**src/rtl/cpri_rx_read_sched.sv**
```systemverilog
// Lock-step read scheduler for the per-lane CPRI rx buffers: one common read enable per
// symbol burst, slot/symbol tracking from the radio frame pulse, and flushing of skewed lanes.
module cpri_rx_read_sched #(
   parameter int unsigned LANE      = 8,
   parameter int unsigned BURST     = 96,
   parameter int unsigned TMO       = 1024,
   parameter int unsigned FLUSH_LEN = 4
) (
   input  logic            i_clk,
   input  logic            i_reset,
   input  logic            i_enable,
   input  logic            i_rx_rfp,
   input  logic [LANE-1:0] i_lane_mask,
   input  logic [LANE-1:0] i_buf_vld,
   input  logic [LANE-1:0] i_symb_eop,
   output logic            o_rd_en,
   output logic            o_sop,
   output logic            o_eop,
   output logic [6:0]      o_beat,
   output logic [3:0]      o_symb_idx,
   output logic [6:0]      o_slot_idx,
   output logic [LANE-1:0] o_flush,
   output logic [LANE-1:0] o_lane_miss,
   output logic            o_skew_err,
   output logic            o_align_err,
   output logic            o_busy
);

   localparam int unsigned TW = (TMO > 1) ? $clog2(TMO) : 1;
   localparam int unsigned FW = $clog2(FLUSH_LEN + 1);
   localparam logic [TW-1:0] TMO_LAST   = TW'(TMO - 1);
   localparam logic [FW-1:0] FLUSH_LAST = FW'(FLUSH_LEN - 1);
   localparam logic [6:0]    BEAT_LAST  = 7'(BURST - 1);

   typedef enum logic [1:0] {StIdle, StWait, StRead, StFlush} state_e;

   state_e          state_q, state_d;
   logic [LANE-1:0] act_q, act_d;
   logic [6:0]      beat_q, beat_d;
   logic [3:0]      symb_q, symb_d;
   logic [6:0]      slot_q, slot_d;
   logic [TW-1:0]   tmo_q, tmo_d;
   logic [FW-1:0]   fcnt_q, fcnt_d;
   logic [LANE-1:0] flush_q, flush_d;
   logic [LANE-1:0] miss_q, miss_d;
   logic            skew_q, skew_d;
   logic            align_q, align_d;
   logic            pend_q, pend_d;

   logic allv, anyv, rfp_now;

   assign allv    = &(i_buf_vld | ~act_q);
   assign anyv    = |(i_buf_vld & act_q);
   // A frame pulse seen during READ/FLUSH (or on the exit cycle itself) wins over the advance.
   assign rfp_now = pend_q | i_rx_rfp;

   assign o_rd_en     = (state_q == StRead) & allv & i_enable;
   assign o_sop       = o_rd_en & (beat_q == 7'd0);
   assign o_eop       = o_rd_en & (beat_q == BEAT_LAST);
   assign o_beat      = beat_q;
   assign o_symb_idx  = symb_q;
   assign o_slot_idx  = slot_q;
   assign o_flush     = flush_q;
   assign o_lane_miss = miss_q;
   assign o_skew_err  = skew_q;
   assign o_align_err = align_q;
   assign o_busy      = (state_q != StIdle);

   always_comb begin
      state_d = state_q;
      act_d   = act_q;
      beat_d  = beat_q;
      symb_d  = symb_q;
      slot_d  = slot_q;
      tmo_d   = tmo_q;
      fcnt_d  = fcnt_q;
      flush_d = flush_q;
      miss_d  = miss_q;
      skew_d  = 1'b0;
      align_d = 1'b0;
      pend_d  = pend_q;

      unique case (state_q)
         StIdle: begin
            if (i_enable && i_rx_rfp) begin
               state_d = StWait;
               act_d   = i_lane_mask;
               symb_d  = '0;
               slot_d  = '0;
               miss_d  = '0;
               tmo_d   = '0;
            end
         end
         StWait: begin
            if (i_rx_rfp) begin
               symb_d = '0;
               slot_d = '0;
               miss_d = '0;
            end
            if (!anyv) begin
               tmo_d = '0;
            end else if (!allv) begin
               tmo_d = tmo_q + 1'b1;
            end
            if (allv && (act_q != '0)) begin
               state_d = StRead;
               tmo_d   = '0;
               beat_d  = '0;
            end else if (anyv && !allv && (tmo_q == TMO_LAST)) begin
               state_d = StFlush;
               tmo_d   = '0;
               fcnt_d  = '0;
               flush_d = act_q & i_buf_vld;
               miss_d  = act_q & ~i_buf_vld;
               skew_d  = 1'b1;
            end
         end
         StRead: begin
            if (i_rx_rfp) pend_d = 1'b1;
            if (o_rd_en) begin
               if (beat_q == BEAT_LAST) begin
                  state_d = StWait;
                  act_d   = i_lane_mask;
                  beat_d  = '0;
                  tmo_d   = '0;
                  align_d = ((i_symb_eop & act_q) != act_q);
                  if (rfp_now) begin
                     symb_d = '0;
                     slot_d = '0;
                     miss_d = '0;
                     pend_d = 1'b0;
                  end else if (symb_q == 4'd13) begin
                     symb_d = '0;
                     slot_d = (slot_q == 7'd79) ? 7'd0 : slot_q + 7'd1;
                  end else begin
                     symb_d = symb_q + 4'd1;
                  end
               end else begin
                  beat_d = beat_q + 7'd1;
               end
            end
         end
         StFlush: begin
            if (i_rx_rfp) pend_d = 1'b1;
            if (fcnt_q == FLUSH_LAST) begin
               state_d = StWait;
               act_d   = i_lane_mask;
               flush_d = '0;
               fcnt_d  = '0;
               tmo_d   = '0;
               if (rfp_now) begin
                  symb_d = '0;
                  slot_d = '0;
                  miss_d = '0;
                  pend_d = 1'b0;
               end
            end else begin
               fcnt_d = fcnt_q + 1'b1;
            end
         end
         default: state_d = StIdle;
      endcase

      // Disable abandons whatever is in flight; position and miss history are kept.
      if (!i_enable) begin
         state_d = StIdle;
         beat_d  = '0;
         tmo_d   = '0;
         fcnt_d  = '0;
         flush_d = '0;
         pend_d  = 1'b0;
         skew_d  = 1'b0;
         align_d = 1'b0;
      end
   end

   always_ff @(posedge i_clk) begin
      if (i_reset) begin
         state_q <= StIdle;
         act_q   <= '0;
         beat_q  <= '0;
         symb_q  <= '0;
         slot_q  <= '0;
         tmo_q   <= '0;
         fcnt_q  <= '0;
         flush_q <= '0;
         miss_q  <= '0;
         skew_q  <= 1'b0;
         align_q <= 1'b0;
         pend_q  <= 1'b0;
      end else begin
         state_q <= state_d;
         act_q   <= act_d;
         beat_q  <= beat_d;
         symb_q  <= symb_d;
         slot_q  <= slot_d;
         tmo_q   <= tmo_d;
         fcnt_q  <= fcnt_d;
         flush_q <= flush_d;
         miss_q  <= miss_d;
         skew_q  <= skew_d;
         align_q <= align_d;
         pend_q  <= pend_d;
      end
   end

endmodule

```
**config.mk**
```make
export PLATFORM = sky130hd
export DESIGN_NAME = cpri_rx_read_sched
export DESIGN_NICKNAME = d
export VERILOG_FILES = /design/src/rtl/cpri_rx_read_sched.sv
export SDC_FILE = /design/constraint.sdc
export NUM_CORES = 1
export LEC_CHECK = 0
export ABC_AREA = 1
export BUFFER_PORTS_ARGS = -buffer_cell sky130_fd_sc_hd__buf_4
export CAP_MARGIN = 25
export CORE_AREA = 2 2 80 82
export CTS_CLUSTER_SIZE = 8
export DETAILED_ROUTE_END_ITERATION = 8
export DIE_AREA = 0 0 82 84
export PLACE_DENSITY = 0.88
export SLEW_MARGIN = 30
export SYNTH_ARGS = -nofsm -noshare
export SYNTH_HDL_FRONTEND = slang
export SYNTH_SLANG_ARGS = --single-unit
```
**constraint.sdc**
```tcl
create_clock -name i_clk -period 3.5 [get_ports i_clk]
set_input_delay 0.875 -clock i_clk [delete_from_list [all_inputs] [get_ports i_clk]]
set_output_delay 0.875 -clock i_clk [all_outputs]
set_load 0.01 [all_outputs]
```
==> impl_metrics.tcl, run 1 <==
set metrics [dict create \
    status "finished clean" \
    viasPerCell 5.52 \
    use_met1_pct 38.4 \
    post-route-min-period_ns 2.94 \
    n_antenna_cell 0 \
    cts_tree "built" \
    cap_violations 0 \
    hold_violations 0 \
    core-area_um2 6100 \
    hold_path_class "flip-flop to flip-flop" \
    drtIter0Drc 322 \
    clk_latency_ns 0.35 \
    tightest_slew_ns 0.526 \
    grt_start_max_net_pins 30 \
    finalCritPeriodShare_pct 84.0 \
    overflow 0 \
    power.density_nw_per_um2 391 \
    ys_types 30 \
    fmax_ghz 0.340 \
    dr.pass1.iters 5 \
    dpl.hpwl_um 6820 \
    synthCells 544 \
    ys_warn_count 0 \
    die_w_um 82 \
    cts_setup_buffers 0 \
    r2r_setup_slack_ns 1.10 \
    grt.busiest_layer "met2" \
    start_kind "input pin" \
    ys_seq_area_share_pct 34.6 \
    rr_endpoint "act_q[6]$_SDFFE_PP0P_" \
    layoutNonFillerInstCount 692 \
    cts_hold_buffers 0 \
    htreeDepth 3 \
    root_buffer "clkbuf_8" \
    final_cell_mix "131 x nand2_1, 75 x nand3_1, 70 x nor2_1, 70 x buf_4, 62 x inv_1" \
    ys_seq_elements 60 \
    cp_max_fo 5 \
    top_level_ports 68 \
    cts_buffers 9 \
    gp_congestion 0.939 \
    irDropWorstVdd_mv 0.232 \
    ant_nets 0 \
    vias 3817 \
    grt_pass1_wl_um 15700 \
    start_util_pct 56.9 \
    drt-total-wl_um 9570 \
    path_class "input pin to output pin" \
    r2r_start "fcnt_q[0]$_SDFFE_PP0P_" \
    post_cts_resized 0 \
    drc 0 \
    netlist_area_um2 3470 \
    synthToLayoutAreaGrowth_pct 21.5 \
    num_rows 29 \
    cp.required_ns 2.62 \
    fin_worst_skew_ns 0.00990 \
    max_slew_margin_pct 64.9 \
    num-nets-final 645 \
    end_kind "output pin" \
    portBuffers 67 \
    crit_end "o_sop" \
    fin_hold_ws_ns 0.457 \
    clockBufferDepth 2 \
    met2_usage_pct 47.1 \
    drive_above_1_share_pct 17.4 \
    setup_tns_ns 0 \
    p_leak_nw 1.88 \
    antenna_found_initial 0 \
    fp.dieH_um 84 \
    die-area_um2 6890 \
    grt.met3_usage_pct 4.76 \
    routedWlPerCell_um 13.8 \
    rsz0062_at_grt "false" \
    cp-startpoint "i_buf_vld[5]" \
    reg2reg_depth 11 \
    synthesis.nets 579 \
    final_common_cell "nand2_1" \
    grt_use_total_pct 29.2 \
    clk_pin_slew_ns 0.07 \
    grt_pass1_vias 3453 \
    dp_cells 676 \
    worstPathArrival_ns 2.07 \
    slew_violations 0 \
    clock-sinks 60 \
    setup_violations 0 \
    syn_avg_cell_area_um2 6.38 \
    fin_util_pct 69.2 \
]
-- routing by layer --
layer	vias up	routed length, µm
li1	1885	-
met1	1752	4100
met2	160	4640
met3	20	636
met4	0	204
met5	-	0
-- registers in the layout (all words and copies together), names as in the netlist --
name and count:
fcnt_q 3, o_beat 7, o_symb_idx 4, o_align_err 1
act_q 8, o_lane_miss 8, tmo_q 10, o_slot_idx 7
state_q 2, o_skew_err 1, o_flush 8, pend_q 1
-- cell families (layout without fill, tap and decap cells) --
group / after synthesis / after routing / share of synthesized area (%)
flops: 60 / 60 / 34.6
simple gates: 309 / 309 / 38.9
xor+xnor: 11 / 11 / 2.78
buf+inv: 84 / 155 / 10.2
fa+ha+maj: 7 / 7 / 2.52
compound gates: 73 / 73 / 11.0
-- synthesized netlist by cell type --
| cell | n | area share, % |
|---|---|---|
| nand2_1 | 131 | 14 |
| nand3_1 | 75 | 11 |
| nor2_1 | 70 | 7.6 |
| inv_1 | 62 | 6.7 |
| dfxtp_1 | 60 | 35 |
| a21oi_1 | 50 | 7.2 |
| o21ai_0 | 17 | 2.5 |
| clkbuf_1 | 9 | 0.97 |
| ha_1 | 7 | 2.5 |
| xor2_1 | 7 | 1.8 |
| nand2_2 | 6 | 1.1 |
| nand4_1 | 6 | 1.1 |
| nor2_2 | 5 | 0.90 |
| nor4_1 | 5 | 0.90 |
| buf_6 | 4 | 1.3 |
| nor3_1 | 4 | 0.58 |
| xnor2_1 | 4 | 1.0 |
| clkinv_1 | 3 | 0.32 |
| inv_2 | 3 | 0.32 |
| nand3_2 | 2 | 0.58 |
| nor2_4 | 2 | 0.65 |
| o2111ai_1 | 2 | 0.50 |
| o22ai_1 | 2 | 0.36 |
| or2_2 | 2 | 0.36 |
| a21o_1 | 1 | 0.22 |
| buf_2 | 1 | 0.14 |
| buf_4 | 1 | 0.22 |
| inv_4 | 1 | 0.18 |
| nand3b_1 | 1 | 0.22 |
| o21ai_2 | 1 | 0.25 |
-- area by class of cell --
cell class	instances	area (µm²)
repair buffers	70	526
inverters	69	262
fillers	509	1880
flip-flops and latches	60	1200
clock buffers	11	141
multi-input cells	400	1920
clock inverters	5	75.1
well taps	77	96.3
-- through the flow --
stage,power (mW),setup WS (ns),area (µm²)
global route,1.71,0.379,4220
CTS,1.65,0.585,4220
finish,1.65,0.560,4220
global placement,0.955,0.640,4000
detailed placement,0.962,0.595,4000
floorplan,0.890,0.853,3470
-- critical path, stage by stage --
cell and delay (ns):
buf_4 0.09, inv_1 0.03, nand2_1 0.07, nand2_1 0.08, nor2_2 0.21, nand4_1 0.27, nor4_1 0.26, buf_4 0.17
-- worst min-delay path by stage --
stage / start / endpoint / slack [ns] / depth (start not counted)
global route: fcnt_q[2]$_SDFFE_PP0P_ / fcnt_q[2]$_SDFFE_PP0P_ / 0.49 / 2
floorplan: fcnt_q[2]$_SDFFE_PP0P_ / fcnt_q[2]$_SDFFE_PP0P_ / 0.42 / 2
CTS: fcnt_q[2]$_SDFFE_PP0P_ / fcnt_q[2]$_SDFFE_PP0P_ / 0.45 / 2
detailed placement: fcnt_q[2]$_SDFFE_PP0P_ / fcnt_q[2]$_SDFFE_PP0P_ / 0.44 / 2
global placement: fcnt_q[2]$_SDFFE_PP0P_ / fcnt_q[2]$_SDFFE_PP0P_ / 0.42 / 2
finish: fcnt_q[2]$_SDFFE_PP0P_ / fcnt_q[2]$_SDFFE_PP0P_ / 0.46 / 2
-- power breakdown --
| part | switching (mW) | internal, mW | leakage (nW) |
|---|---|---|---|
| Combinational | 0.163 | 0.0739 | 1.28 |
| Sequential | 0.0188 | 0.698 | 0.485 |
| Clock | 0.280 | 0.417 | 0.113 |
No activity file was read; power rests on OpenSTA's default activity.
==> run 2, diff against run 1 <==
--- a/config.mk
+++ b/config.mk
@@ -8,11 +8,11 @@
 export ABC_AREA = 1
 export BUFFER_PORTS_ARGS = -buffer_cell sky130_fd_sc_hd__buf_4
 export CAP_MARGIN = 25
-export CORE_AREA = 2 2 80 82
+export CORE_AREA = 2 2 83 85
 export CTS_CLUSTER_SIZE = 8
 export DETAILED_ROUTE_END_ITERATION = 8
-export DIE_AREA = 0 0 82 84
-export PLACE_DENSITY = 0.88
+export DIE_AREA = 0 0 85 87
+export PLACE_DENSITY = 0.83
 export SLEW_MARGIN = 30
 export SYNTH_ARGS = -nofsm -noshare
 export SYNTH_HDL_FRONTEND = slang
==> constraint.sdc (replaced) <==
create_clock -name i_clk -period 2.74 [get_ports i_clk]
set_input_delay 0.685 -clock i_clk [delete_from_list [all_inputs] [get_ports i_clk]]
set_output_delay 0.685 -clock i_clk [all_outputs]
set_load 0.01 [all_outputs]
==> run 2 against run 1 <==
Clock power is 27% higher. Sequential power is 28% higher. Hold slack worse by 0.012 ns. Non-clock buffer count is 2 higher. Via count is 0.18% lower. Worst setup slack worse by 0.43 ns. Critical path depth stayed put.
==> impl_metrics.tcl, run 2 (synthesized netlist as in run 1, its figures left out) <==
set metrics [dict create \
    status "finished clean" \
    post_cts_resized 0 \
    cap_violations 0 \
    fin_ws_ns 0.134 \
    grt_use_total_pct 26.2 \
    die_w_um 85 \
    vias 3810 \
    top_level_ports 68 \
    layoutNonFillerInstCount 697 \
    ant_nets 0 \
    cts_setup_buffers 0 \
    rsz0062_at_grt "false" \
    final_common_cell "nand2_1" \
    finalCritPeriodShare_pct 95.1 \
    drtIter0Drc 268 \
    dr.pass1.iters 5 \
    slew_violations 0 \
    drc 0 \
    irDropWorstVdd_mv 0.416 \
    hold_violations 0 \
    start_kind "input pin" \
    fill_cells 592 \
    regMostFlops "tmo_q" \
    dp_slack_ns 0.197 \
    setup_violations 0 \
    n_antenna_cell 0 \
    drive_above_1_share_pct 17.7 \
    clk_pin_slew_ns 0.06 \
    cts_buffers 9 \
    num-nets-final 647 \
    power.density_nw_per_um2 498 \
    root_buffer "clkbuf_8" \
    fp.dieH_um 87 \
    overflow 0 \
    largest_register_ffs 10 \
    fin_worst_skew_ns 0.00664 \
    final_cell_mix "131 x nand2_1, 75 x nand3_1, 72 x buf_4" \
    hold_path_class "flip-flop to flip-flop" \
    clockBufferDepth 2 \
    antenna_found_initial 0 \
    grt_pass1_wl_um 15700 \
    dp_cells 681 \
    worstPathArrival_ns 1.92 \
    core-area_um2 6570 \
    max_slew_margin_pct 63.6 \
    p_sw_uw 587 \
    fmax_ghz 0.384 \
    p_seq_share_pct 43.4 \
    path_class "input pin to output pin" \
    start_util_pct 52.8 \
    synthToLayoutAreaGrowth_pct 22.1 \
    dpl.hpwl_um 6790 \
    cts_tree "built" \
    routedWlPerCell_um 13.6 \
    clk_latency_ns 0.34 \
    drt-total-wl_um 9500 \
    num_rows 30 \
    grt_start_max_net_pins 29 \
    cp_max_fo 5 \
    end_kind "output pin" \
    cp.required_ns 2.06 \
    p_leak_nw 1.89 \
    post-route-min-period_ns 2.61 \
    grt_pass1_vias 3479 \
    htreeDepth 3 \
    pwr-share-comb_pct 14.6 \
    tightest_slew_ns 0.547 \
    clock-sinks 60 \
    setup_tns_ns 0 \
    gp_congestion 0.924 \
    p_int_mw 1.52 \
    portBuffers 67 \
    die-area_um2 7400 \
    p_sw_share_pct 27.9 \
    cts_hold_buffers 0 \
    viasPerCell 5.47 \
    p_clk_share_pct 41.9 \
]
-- run 2: cell count changes in the layout (fill, tap and decap cells not counted) --
| cell | before | now |
|---|---|---|
| buf_4 | 70 | 72 |
-- run 2: critical path, stage by stage --
cell     delay (ns)
buf_4          0.10
inv_1          0.03
nand2_1        0.08
nand2_1        0.07
nor2_2         0.20
nand4_1        0.30
nor4_1         0.28
buf_4          0.17
-- run 2: worst paths after layout --
path	startpoint	slack, ns	cells after the start	endpoint
max reg2reg	fcnt_q[0]$_SDFFE_PP0P_	0.51	10	act_q[4]$_SDFFE_PP0P_
min reg2reg	fcnt_q[2]$_SDFFE_PP0P_	0.44	2	fcnt_q[2]$_SDFFE_PP0P_
max	i_buf_vld[5]	0.13	8	o_sop
min	fcnt_q[2]$_SDFFE_PP0P_	0.44	2	fcnt_q[2]$_SDFFE_PP0P_
-- run 2: power groups by stage --
stage          logic (mW)  registers (mW)  clock network (mW)
2_1_floorplan       0.208           0.929                   0
5_1_grt             0.342           0.918               0.936
6_report            0.308           0.916               0.884
3_3_place_gp        0.295           0.933                   0
3_5_place_dp        0.302           0.934                   0
4_1_cts             0.306           0.914               0.892
-- run 2: final cells by class --
class | count | area (µm²) | share of cell area (%)
sequential | 60 | 1200 | 28.4
timing repair buffer | 72 | 541 | 12.8
multi-input combinational | 400 | 1920 | 45.2
tap | 80 | 100 | 2.36
clock buffer | 11 | 141 | 3.34
clock inverter | 5 | 75.1 | 1.77
inverter | 69 | 262 | 6.17
-- run 2: metrics by stage --
step,hold WS [ns],power [mW],util (%),instance area (µm²)
floorplan,0.417,1.14,-,3470
CTS,0.442,2.11,64.5,4240
finish,0.445,2.11,64.5,4240
global route,0.487,2.20,64.5,4240
global placement,0.425,1.23,61.2,4020
detailed placement,0.431,1.24,61.2,4020
-- run 2: metal layers --
metal	track usage, %	wire length (µm)	vias to the layer above
met4	10.8	182	0
met2	43.8	4600	147
met1	32.9	4050	1751
li1	-	-	1893
met3	5.40	668	19
met5	0	0	-
